===== src/rtl/game_pkg.sv =====
// ---------------------------------------------------------------------------
// game_pkg
// Shared screen geometry and coordinate helpers for the shooter datapath.
//   COORD_W         default coordinate width in bits
//   SCREEN_*        default playfield bounds and bullet spawn row
//   coord_t         one screen coordinate
//   popcount8()     number of set bits in an 8-bit vector (slot hit counting)
// ---------------------------------------------------------------------------
package game_pkg;

    localparam int COORD_W        = 10;
    localparam int SCREEN_X_MIN   = 144;
    localparam int SCREEN_X_MAX   = 744;
    localparam int SCREEN_Y_TOP   = 34;
    localparam int SCREEN_SPAWN_Y = 400;
    localparam int MAX_SHOTS      = 8;

    typedef logic [COORD_W-1:0] coord_t;

    function automatic logic [3:0] popcount8(input logic [7:0] v);
        logic [3:0] n;
        n = 4'd0;
        for (int i = 0; i < 8; i++) begin
            n = n + {3'd0, v[i]};
        end
        return n;
    endfunction

endpackage


===== src/rtl/shot_slot.sv =====
// ---------------------------------------------------------------------------
// shot_slot
// One bullet: valid flag plus X/Y registers.
//   clk, srst          clock and synchronous active-high reset
//   tick               bullet-move strobe (one cycle)
//   load, load_x       spawn a bullet at (load_x, SPAWN_Y); only honoured
//                      while the slot is free
//   tgt_x_lo/hi,
//   tgt_y_hi           target box, all edges inclusive
//   valid, x, y        registered slot state
//   collide            combinational: slot currently overlaps the target
// A collision retires the slot and takes precedence over the tick move and
// the top-of-screen retire. X/Y keep their last value once retired.
// ---------------------------------------------------------------------------
module shot_slot
    import game_pkg::*;
#(
    parameter int CW      = COORD_W,
    parameter int SPAWN_Y = SCREEN_SPAWN_Y,
    parameter int Y_TOP   = SCREEN_Y_TOP
)(
    input  logic          clk,
    input  logic          srst,
    input  logic          tick,
    input  logic          load,
    input  logic [CW-1:0] load_x,
    input  logic [CW-1:0] tgt_x_lo,
    input  logic [CW-1:0] tgt_x_hi,
    input  logic [CW-1:0] tgt_y_hi,
    output logic          valid,
    output logic [CW-1:0] x,
    output logic [CW-1:0] y,
    output logic          collide
);

    localparam logic [CW-1:0] RETIRE_Y = CW'(Y_TOP + 1);
    localparam logic [CW-1:0] SPAWN    = CW'(SPAWN_Y);

    logic          valid_reg;
    logic [CW-1:0] x_reg;
    logic [CW-1:0] y_reg;

    // Evaluated on the registered position so the hit lands in the same
    // cycle the renderer already shows the bullet inside the box.
    assign collide = valid_reg
                  && (x_reg >= tgt_x_lo)
                  && (x_reg <= tgt_x_hi)
                  && (y_reg <= tgt_y_hi);

    always_ff @(posedge clk) begin
        if (srst) begin
            valid_reg <= 1'b0;
            x_reg     <= '0;
            y_reg     <= '0;
        end else if (collide) begin
            valid_reg <= 1'b0;
        end else if (valid_reg) begin
            if (tick) begin
                if (y_reg <= RETIRE_Y) begin
                    valid_reg <= 1'b0;
                end else begin
                    y_reg <= y_reg - 1'b1;
                end
            end
        end else if (load) begin
            valid_reg <= 1'b1;
            x_reg     <= load_x;
            y_reg     <= SPAWN;
        end
    end

    assign valid = valid_reg;
    assign x     = x_reg;
    assign y     = y_reg;

endmodule


===== src/rtl/shot_engine.sv =====
// ---------------------------------------------------------------------------
// shot_engine
// Player X movement plus a pool of NUM_SHOTS bullets with target collision.
//   clk, Reset          clock, synchronous active-high reset
//   move_r, move_l      1-cycle pulses, step player right / left
//   fire                1-cycle pulse, spawn a bullet in the lowest free slot
//   tgt_x_lo/hi, tgt_y_hi  target box (inclusive edges)
//   x_position_player   player X
//   shot_valid/x/y      per-slot state, slot i at bit i / [i*CW +: CW]
//   hit                 1-cycle pulse, at least one slot collided
//   collision           sticky hit flag, cleared only by Reset
//   hit_count           saturating number of collided slots
//   fire_drop           1-cycle pulse, a fire request was rejected
// Optional build macro SHOT_COOLDOWN_EN adds parameter COOLDOWN_TICKS and a
// counter that blocks firing until that many bullet ticks have elapsed.
// ---------------------------------------------------------------------------
module shot_engine
    import game_pkg::*;
#(
    parameter int NUM_SHOTS  = 4,
    parameter int CW         = COORD_W,
    parameter int X_MIN      = SCREEN_X_MIN,
    parameter int X_MAX      = SCREEN_X_MAX,
    parameter int X_RESET    = 340,
    parameter int STEP       = 10,
    parameter int MUZZLE_OFF = 15,
    parameter int SPAWN_Y    = SCREEN_SPAWN_Y,
    parameter int Y_TOP      = SCREEN_Y_TOP,
    parameter int TICK_DIV   = 500000,
    parameter int HIT_W      = 8
`ifdef SHOT_COOLDOWN_EN
    ,
    parameter int COOLDOWN_TICKS = 20
`endif
)(
    input  logic                    clk,
    input  logic                    Reset,
    input  logic                    move_r,
    input  logic                    move_l,
    input  logic                    fire,
    input  logic [CW-1:0]           tgt_x_lo,
    input  logic [CW-1:0]           tgt_x_hi,
    input  logic [CW-1:0]           tgt_y_hi,
    output logic [CW-1:0]           x_position_player,
    output logic [NUM_SHOTS-1:0]    shot_valid,
    output logic [NUM_SHOTS*CW-1:0] shot_x,
    output logic [NUM_SHOTS*CW-1:0] shot_y,
    output logic                    hit,
    output logic                    collision,
    output logic [HIT_W-1:0]        hit_count,
    output logic                    fire_drop
);

    localparam int PW = $clog2(TICK_DIV);

    // ------------------------------------------------------------------
    // Bullet-move prescaler
    // ------------------------------------------------------------------
    logic [PW-1:0] presc_reg;
    logic          tick;

    assign tick = (presc_reg == PW'(TICK_DIV - 1));

    always_ff @(posedge clk) begin
        if (Reset) begin
            presc_reg <= '0;
        end else if (tick) begin
            presc_reg <= '0;
        end else begin
            presc_reg <= presc_reg + 1'b1;
        end
    end

    // ------------------------------------------------------------------
    // Player X
    // ------------------------------------------------------------------
    logic [CW-1:0] player_x_reg;
    logic [CW-1:0] player_x_next;
    logic [CW:0]   x_plus;

    // One extra bit so the right-hand clamp cannot be fooled by wrap.
    assign x_plus = {1'b0, player_x_reg} + (CW+1)'(STEP);

    always_comb begin
        player_x_next = player_x_reg;
        if (move_r && !move_l) begin
            player_x_next = (x_plus > (CW+1)'(X_MAX)) ? CW'(X_MAX) : x_plus[CW-1:0];
        end else if (move_l && !move_r) begin
            // Compare before subtracting so small X never underflows.
            player_x_next = (player_x_reg < CW'(X_MIN + STEP)) ? CW'(X_MIN)
                                                                 : player_x_reg - CW'(STEP);
        end
    end

    // ------------------------------------------------------------------
    // Slot allocation: lowest-index slot that is free at cycle start.
    // A slot retiring this cycle still reads as valid here, so it only
    // becomes allocatable on the following cycle.
    // ------------------------------------------------------------------
    logic [NUM_SHOTS-1:0] slot_valid;
    logic [NUM_SHOTS-1:0] slot_collide;
    logic [NUM_SHOTS-1:0] alloc_onehot;
    logic                 alloc_found;
    logic                 cooldown_ok;
    logic                 fire_accept;
    logic [CW-1:0]        muzzle_x;

    always_comb begin
        alloc_onehot = '0;
        alloc_found  = 1'b0;
        for (int i = 0; i < NUM_SHOTS; i++) begin
            if (!slot_valid[i] && !alloc_found) begin
                alloc_onehot[i] = 1'b1;
                alloc_found     = 1'b1;
            end
        end
    end

    assign fire_accept = fire && alloc_found && cooldown_ok;
    // Bullet leaves from the player position before this cycle's move.
    assign muzzle_x    = player_x_reg + CW'(MUZZLE_OFF);

`ifdef SHOT_COOLDOWN_EN
    // ------------------------------------------------------------------
    // Fire cooldown, counted in bullet ticks
    // ------------------------------------------------------------------
    localparam int CDW = (COOLDOWN_TICKS < 1) ? 1 : $clog2(COOLDOWN_TICKS + 1);

    logic [CDW-1:0] cooldown_reg;

    assign cooldown_ok = (cooldown_reg == '0);

    always_ff @(posedge clk) begin
        if (Reset) begin
            cooldown_reg <= '0;
        end else if (fire_accept) begin
            cooldown_reg <= CDW'(COOLDOWN_TICKS);
        end else if (tick && (cooldown_reg != '0)) begin
            cooldown_reg <= cooldown_reg - 1'b1;
        end
    end
`else
    assign cooldown_ok = 1'b1;
`endif

    // ------------------------------------------------------------------
    // Bullet slots
    // ------------------------------------------------------------------
    genvar gi;
    generate
        for (gi = 0; gi < NUM_SHOTS; gi++) begin : g_slot
            shot_slot #(
                .CW      (CW),
                .SPAWN_Y (SPAWN_Y),
                .Y_TOP   (Y_TOP)
            ) u_slot (
                .clk      (clk),
                .srst     (Reset),
                .tick     (tick),
                .load     (fire_accept && alloc_onehot[gi]),
                .load_x   (muzzle_x),
                .tgt_x_lo (tgt_x_lo),
                .tgt_x_hi (tgt_x_hi),
                .tgt_y_hi (tgt_y_hi),
                .valid    (slot_valid[gi]),
                .x        (shot_x[gi*CW +: CW]),
                .y        (shot_y[gi*CW +: CW]),
                .collide  (slot_collide[gi])
            );
        end
    endgenerate

    // ------------------------------------------------------------------
    // Hit accounting and registered status outputs
    // ------------------------------------------------------------------
    logic [MAX_SHOTS-1:0] collide_pad;
    logic [HIT_W+3:0]     hit_sum;
    logic [HIT_W-1:0]     hit_count_reg;
    logic [HIT_W-1:0]     hit_count_next;
    logic                 hit_reg;
    logic                 collision_reg;
    logic                 fire_drop_reg;

    always_comb begin
        collide_pad                  = '0;
        collide_pad[NUM_SHOTS-1:0]   = slot_collide;
    end

    // Several slots can collide in one cycle; each one counts.
    assign hit_sum = {4'd0, hit_count_reg} + (HIT_W+4)'(popcount8(collide_pad));
    assign hit_count_next = (|hit_sum[HIT_W+3:HIT_W]) ? {HIT_W{1'b1}} : hit_sum[HIT_W-1:0];

    always_ff @(posedge clk) begin
        if (Reset) begin
            player_x_reg  <= CW'(X_RESET);
            hit_reg       <= 1'b0;
            collision_reg <= 1'b0;
            hit_count_reg <= '0;
            fire_drop_reg <= 1'b0;
        end else begin
            player_x_reg  <= player_x_next;
            hit_reg       <= |slot_collide;
            collision_reg <= collision_reg | (|slot_collide);
            hit_count_reg <= hit_count_next;
            fire_drop_reg <= fire && !fire_accept;
        end
    end

    assign x_position_player = player_x_reg;
    assign shot_valid        = slot_valid;
    assign hit               = hit_reg;
    assign collision         = collision_reg;
    assign hit_count         = hit_count_reg;
    assign fire_drop         = fire_drop_reg;

endmodule


===== config.mk =====
export PLATFORM = sky130hd
export DESIGN_NAME = shot_engine
export DESIGN_NICKNAME = d
export VERILOG_FILES = /design/src/rtl/game_pkg.sv /design/src/rtl/shot_slot.sv /design/src/rtl/shot_engine.sv
export SDC_FILE = /design/constraint.sdc
export NUM_CORES = 1
export LEC_CHECK = 0
export ABC_AREA = 1
export CORE_MARGIN = 4
export CORE_UTILIZATION = 50
export DETAILED_ROUTE_END_ITERATION = 8
export MAX_ROUTING_LAYER = met4
export PLACE_DENSITY_LB_ADDON = 0.3
export SLEW_MARGIN = 0
export SYNTH_ARGS = -nofsm -noshare
export SYNTH_HDL_FRONTEND = slang
export SYNTH_HIERARCHICAL = 1
export SYNTH_SLANG_ARGS = --single-unit

===== constraint.sdc =====
create_clock -name clk -period 3.5 [get_ports clk]
set_input_delay 0.7 -clock clk [delete_from_list [all_inputs] [get_ports clk]]
set_output_delay 0.7 -clock clk [all_outputs]
set_load 0.1 [all_outputs]

==> flow_metrics.env, run 1 <==
export IMPL_place_inst=1946
export IMPL_worst_hold_path_type="flip-flop to flip-flop"
export IMPL_synth_xor_area_share_pct=1.39
export IMPL_whs_ns=0.460
export IMPL_status="finished, final reports clean"
export IMPL_port_buffer_count=138
export IMPL_setup_viol=0
export IMPL_startpoint_type="primary input"
export IMPL_intPower_mw=4.08
export IMPL_grt_pass1_wl_um=46200
export IMPL_viasPerCell=5.14
export IMPL_die_area_um2=22500
export IMPL_synth_edf_count=0
export IMPL_synth_area_mux_share_pct=0
export IMPL_fin_ws_ns=0.145
export IMPL_synthDistinctLibCells=45
export IMPL_swShare_pct=52.1
export IMPL_post_route_min_period_ns=3.36
export IMPL_grt_max_degree=22
export IMPL_drive_above_1_share_pct=18.0
export IMPL_antenna_found_initial=0
export IMPL_path_cells="clkbuf_2 -> inv_1 -> ha_1 -> a21o_1 -> nor2_1 -> nand3_2 -> nand2_2 -> nand3_4 -> inv_4 -> fa_1 -> inv_2 -> fa_2 -> inv_2 -> fa_2 -> nand3_2 -> nor2_4 -> buf_4 -> o311a_1"
export IMPL_num_rows=51
export IMPL_power_density_nw_per_um2=689
export IMPL_io_pins=140
export IMPL_synthesis_area_um2=10100
export IMPL_cp_top_family="adder cells"
export IMPL_syn_inst=1538
export IMPL_utilization_pct=62.8
export IMPL_first_global_vias=9404
export IMPL_worst_pin_slew_ns=0.990
export IMPL_async_reset_ff_share_pct=0
export IMPL_hpwl_um=22100
export IMPL_placed_cell_area_um2=11800
export IMPL_fin_cells=1984
export IMPL_ys_ff_latch=123
export IMPL_cp_data_required_time_ns=3.81
export IMPL_wire_per_inst_um=14.3
export IMPL_synth_compound_area_share_pct=12.0
export IMPL_cp_slowest_cell="fa_1"
export IMPL_vias=10189
export IMPL_final_area_um2=12300
export IMPL_cp_data_arrival_time_ns=3.67
export IMPL_max_cap_violations=0
export IMPL_globalRouteTotalUtil_pct=26.2
export IMPL_p_leak_nw=6.42
export IMPL_cts_sinks=123
export IMPL_power_switching_mw=4.43
export IMPL_htree_levels=4
export IMPL_finalMaxSlewViolations=0
export IMPL_yosysSeqAreaShare_pct=24.4
export IMPL_synth_top_family_by_area="simple AND/OR/NAND/NOR gates"
export IMPL_combPwrFrac_pct=54.6
export IMPL_cp_max_fo=3
export IMPL_areaGrowthSynthToFinish_pct=22.2
export IMPL_finalHoldViolations=0
export IMPL_synth_fa_ha_area_share_pct=16.7
export IMPL_path_class="primary input to flip-flop"
export IMPL_maxSlewHeadroom_pct=33.8
export IMPL_end_kind="flip-flop"
export IMPL_die_w_um=150
export IMPL_postCtsHoldBufs=0
export IMPL_fp_dieH_um=150
export IMPL_nets=1874
export IMPL_synth_avg_cell_area_um2=6.56
export IMPL_core_um2=19700
export IMPL_fin_crit_sh_pct=95.9
export IMPL_clk_latency_ns=0.43
export IMPL_cts_tree="yes"
export IMPL_overflow=0
export IMPL_clockBufferDepth=2
export IMPL_gp_congestion=0.924
export IMPL_vdd_ir_drop_max_mv=0.396
export IMPL_p_seq_share_pct=24.4
export IMPL_drc_errors=0
export IMPL_root_buffer="clkbuf_16"
export IMPL_drtIter0Drc=784
export IMPL_diodes=0
export IMPL_ant_nets=0
export IMPL_fin_worst_skew_ns=0.00885
export IMPL_crit_buf_inv=6
export IMPL_synth_simple_gate_area_share_pct=31.9
export IMPL_drt_pass1_iter_count=6
export IMPL_synth_ff_type="dfxtp_1"
export IMPL_ys_warnings_count=6
export IMPL_clock_fmax_mhz=298
export IMPL_critical_path_max_stage_delay_ns=0.44
export IMPL_cts_buffers=17
export IMPL_dp_worst_setup_slack_ns=-0.771
export IMPL_postRouteWirelength_um=28400
export IMPL_clkPwrFrac_pct=21.0
export IMPL_initial_utilization_pct=51.4
export IMPL_clk_pin_slew_worst_paths_ns=0.06
[repair_timing]
item | 4_1_cts | 5_1_grt
gates cloned | 0 | 0
buffers inserted | 2 | 4
setup endpoints to repair | 8 | 8
pin swaps | 6 | 10
gates resized for setup | 36 | 68
[power by group through the flow]
| stage | Sequential (mW) | Combinational, mW | Clock, mW |
|---|---|---|---|
| 2_1_floorplan | 3.61 | 2.03 | 0 |
| 3_3_place_gp | 2.10 | 4.48 | 0 |
| 3_5_place_dp | 2.10 | 4.56 | 0 |
| 4_1_cts | 2.07 | 4.61 | 1.80 |
| 5_1_grt | 2.12 | 5.06 | 1.86 |
| 6_report | 2.08 | 4.65 | 1.78 |
[layout by cell type, fill, tap and decap left out, drive strengths merged, types with 13 or more instances in the layout]
cell type      count
a21oi            110
buf              102
clkbuf            48
clkdlybuf4s50     51
dfxtp            123
ha               130
inv              272
nand2            319
nand3            124
nand4             15
nor2             232
nor3              18
o21ai             80
xor2              13
[final cells by class]
type	count	area (um2)
clock buffers	21	472
clock inverters	11	118
fillers	1838	7310
inverters	276	1070
multi-input cells	1105	6370
flip-flops and latches	123	2530
well taps	265	332
repair buffers	183	1440
[worst paths after layout]
kind	slack, ns	depth (start not counted)	start	endpoint
max	0.14	18	tgt_y_hi[9]	hit_count[7]$_SDFF_PP0_
min	0.46	1	presc_reg[0]$_SDFF_PP0_	presc_reg[0]$_SDFF_PP0_
max reg2reg	0.18	23	g_slot[0].u_slot/x[0]$_SDFFE_PP0P_	hit_count[5]$_SDFF_PP0_
min reg2reg	0.46	1	presc_reg[0]$_SDFF_PP0_	presc_reg[0]$_SDFF_PP0_
[stage by stage]
step,setup TNS (ns),total power [mW]
floorplan,0,5.64
global placement,-5.06,6.58
detailed placement,-5.61,6.66
CTS,0,8.48
global route,-0.0371,9.04
finish,0,8.51
[kinds of logic after synthesis]
kind of cell | Yosys count
AND/OR/NAND/NOR | 736
adder cells (fa/ha/maj) | 133
AO/OA/AOI/OAI | 215
XOR/XNOR | 16
buffers and inverters | 313
flip-flops | 123
other | 2
[synth_stat cells (4+ instances only)]
cell      instances  area share [%]
inv_4             4            0.25
clkbuf_8          4            0.55
buf_1             4            0.15
buf_4             8            0.59
nand2_1         310              12
clkinv_4          4            0.35
xor2_1           13             1.1
inv_2             5            0.19
nand3_2          10            0.99
ha_1            130              16
nand2_2           8            0.50
a21o_1           12            0.89
o21ai_1          14            0.69
nor2_4            5            0.56
nand4_1          15            0.93
a21oi_1          97             4.8
buf_6            13             1.4
o21ai_0          65             3.2
nor2_1          216             8.0
nor2_2           11            0.68
nor3b_1           9            0.67
nand3_1         114             5.7
inv_1           263             9.8
dfxtp_1         123              24
a21oi_2          12             1.0
or2_2            10            0.62
nor3_1           17            0.84
clkbuf_1          8            0.30
o21bai_1          8            0.59
[metal layers]
metal  share of wire (%)  global-route usage (%)
met1                  46                    33.9
met2                  46                    42.2
met3                 5.5                    4.76
met4                 2.0                    7.18
met5                   0                       -
Power figures use the tool's default switching activity.
==> inputs of run 2 (changes only) <==
--- a/config.mk
+++ b/config.mk
@@ -11,6 +11,7 @@
 export DETAILED_ROUTE_END_ITERATION = 8
 export MAX_ROUTING_LAYER = met4
 export PLACE_DENSITY_LB_ADDON = 0.3
+export REMOVE_ABC_BUFFERS = 1
 export SLEW_MARGIN = 0
 export SYNTH_ARGS = -nofsm -noshare
 export SYNTH_HDL_FRONTEND = slang
==> flow_metrics.env, run 2 (synthesized netlist as in run 1, its figures left out) <==
export IMPL_status="finished, final reports clean"
export IMPL_clkPwrFrac_pct=21.2
export IMPL_p_leak_nw=6.57
export IMPL_clk_latency_ns=0.42
export IMPL_max_cap_violations=0
export IMPL_swShare_pct=51.9
export IMPL_ant_nets=0
export IMPL_nets=1898
export IMPL_path_cells="clkdlybuf4s15_2 -> inv_1 -> ha_1 -> a21o_1 -> nor2_2 -> nand3_1 -> nand2_2 -> nand3_2 -> inv_2 -> fa_1 -> inv_1 -> fa_2 -> inv_2 -> fa_2 -> nand3_2 -> nor2_4 -> buf_4 -> o311a_1"
export IMPL_setup_viol=0
export IMPL_num_rows=51
export IMPL_grt_max_degree=22
export IMPL_final_common_cell="nand2_1"
export IMPL_crit_buf_inv=6
export IMPL_cp_top_family="adder cells"
export IMPL_drc_errors=0
export IMPL_vdd_ir_drop_max_mv=0.392
export IMPL_path_class="primary input to flip-flop"
export IMPL_cts_sinks=123
export IMPL_power_switching_mw=4.43
export IMPL_die_w_um=150
export IMPL_root_buffer="clkbuf_16"
export IMPL_clockBufferDepth=2
export IMPL_grt_pass1_wl_um=45400
export IMPL_diodes=0
export IMPL_fp_dieH_um=150
export IMPL_cts_tree="yes"
export IMPL_cp_slowest_cell="fa_1"
export IMPL_drt_pass1_iter_count=5
export IMPL_viasPerCell=5.09
export IMPL_initial_utilization_pct=51.4
export IMPL_globalRouteTotalUtil_pct=25.7
export IMPL_hp_start="presc_reg[0]$_SDFF_PP0_"
export IMPL_worst_hold_path_type="flip-flop to flip-flop"
export IMPL_fin_worst_skew_ns=0.0107
export IMPL_post_route_min_period_ns=3.40
export IMPL_reg2reg_from="g_slot[0].u_slot/x[5]$_SDFFE_PP0P_"
export IMPL_antenna_found_initial=0
export IMPL_areaGrowthSynthToFinish_pct=23.3
export IMPL_whs_ns=0.463
export IMPL_total_power_mw=8.53
export IMPL_port_buffer_count=138
export IMPL_gp_congestion=0.919
export IMPL_finalSetupTns_ns=0
export IMPL_drtIter0Drc=677
export IMPL_clk_pin_slew_worst_paths_ns=0.06
export IMPL_cp_data_required_time_ns=3.81
export IMPL_maxSlewHeadroom_pct=34.3
export IMPL_io_pins=140
export IMPL_drive_above_1_share_pct=17.9
export IMPL_core_um2=19700
export IMPL_clock_fmax_mhz=294
export IMPL_intPower_mw=4.10
export IMPL_overflow=0
export IMPL_die_area_um2=22500
export IMPL_final_cell_mix="306 x nand2_1, 258 x inv_1, 207 x nor2_1, 156 x buf_4, 128 x ha_1"
export IMPL_worst_pin_slew_ns=0.983
export IMPL_hpwl_um=22200
export IMPL_wire_per_inst_um=14.0
export IMPL_htree_levels=4
export IMPL_vias=10222
export IMPL_crit_start="tgt_y_hi[9]"
export IMPL_postRouteWirelength_um=28200
export IMPL_fin_crit_sh_pct=97.2
export IMPL_finalMaxSlewViolations=0
export IMPL_cp_data_arrival_time_ns=3.71
export IMPL_finalHoldViolations=0
export IMPL_p_seq_share_pct=22.7
export IMPL_first_global_vias=9430
export IMPL_power_density_nw_per_um2=685
export IMPL_cp_max_fo=4
export IMPL_utilization_pct=63.3
export IMPL_startpoint_type="primary input"
export IMPL_cts_buffers=17
export IMPL_critical_path_max_stage_delay_ns=0.43
export IMPL_end_kind="flip-flop"
export IMPL_combPwrFrac_pct=56.1
-- run 2: cell count changes in the layout (fill, tap and decap cells not counted), sizes merged, moves of 2 or more --
cell | before | now
buf | 102 | 163
clkdlybuf4s15 | 1 | 14
clkdlybuf4s50 | 51 | 21
inv | 272 | 274
clkbuf | 48 | 24
-- run 2: stage by stage --
step / std cells / cell area, um2 / worst slack [ns]
floorplan: 1504 / 9800 / -0.640
global placement: 1975 / 11800 / -0.817
detailed placement: 1975 / 11800 / -0.903
CTS: 2007 / 12400 / 0.00112
global route: 2007 / 12400 / -0.0337
finish: 2007 / 12400 / 0.0975
-- run 2: routing by layer --
layer  vias to the layer above  track usage [%]  share of wire (%)
li1                       5285                -                  -
met1                      4621             32.7                 45
met2                       271             41.5                 46
met3                        45             4.97                5.5
met4                         0             7.87                2.6
met5                         -                -                  0
-- run 2: layout make-up --
type                    instances  area, um2
clock buffers                  17        425
clock inverters                14        171
fillers                      1805       7210
inverters                     276       1070
multi-input cells            1105       6370
flip-flops and latches        123       2460
well taps                     265        332
repair buffers                207       1620
-- run 2: power by group through the flow --
| stage | Clock, mW | Sequential [mW] | Combinational, mW |
|---|---|---|---|
| after floorplan | 0 | 3.60 | 1.91 |
| after global placement | 0 | 1.95 | 4.64 |
| after detailed placement | 0 | 1.96 | 4.73 |
| after CTS | 1.83 | 1.93 | 4.76 |
| after global routing | 1.91 | 1.96 | 5.23 |
| final | 1.80 | 1.94 | 4.79 |
-- run 2: worst paths after layout --
check / end / slack (ns) / depth (start not counted)
max: hit_count[7]$_SDFF_PP0_ / 0.1 / 18
max reg2reg: hit_count[6]$_SDFF_PP0_ / 0.21 / 22
min reg2reg: presc_reg[0]$_SDFF_PP0_ / 0.46 / 1
min: presc_reg[0]$_SDFF_PP0_ / 0.46 / 1
-- run 2: what timing repair did --
| item | CTS | global route |
|---|---|---|
| gates resized for setup | 83 | 36 |
| setup endpoints to repair | 8 | 8 |
| cloned | 0 | 0 |
| hold buffers | 0 | 0 |
| setup buffers | 1 | 0 |
| pin swaps | 7 | 9 |
==> inputs of run 3 (changes only) <==
--- a/config.mk
+++ b/config.mk
@@ -11,7 +11,6 @@
 export DETAILED_ROUTE_END_ITERATION = 8
 export MAX_ROUTING_LAYER = met4
 export PLACE_DENSITY_LB_ADDON = 0.3
-export REMOVE_ABC_BUFFERS = 1
 export SLEW_MARGIN = 0
 export SYNTH_ARGS = -nofsm -noshare
 export SYNTH_HDL_FRONTEND = slang
==> results of run 3 <==
Final layout, timing and power as in run 1 (identical DEF).
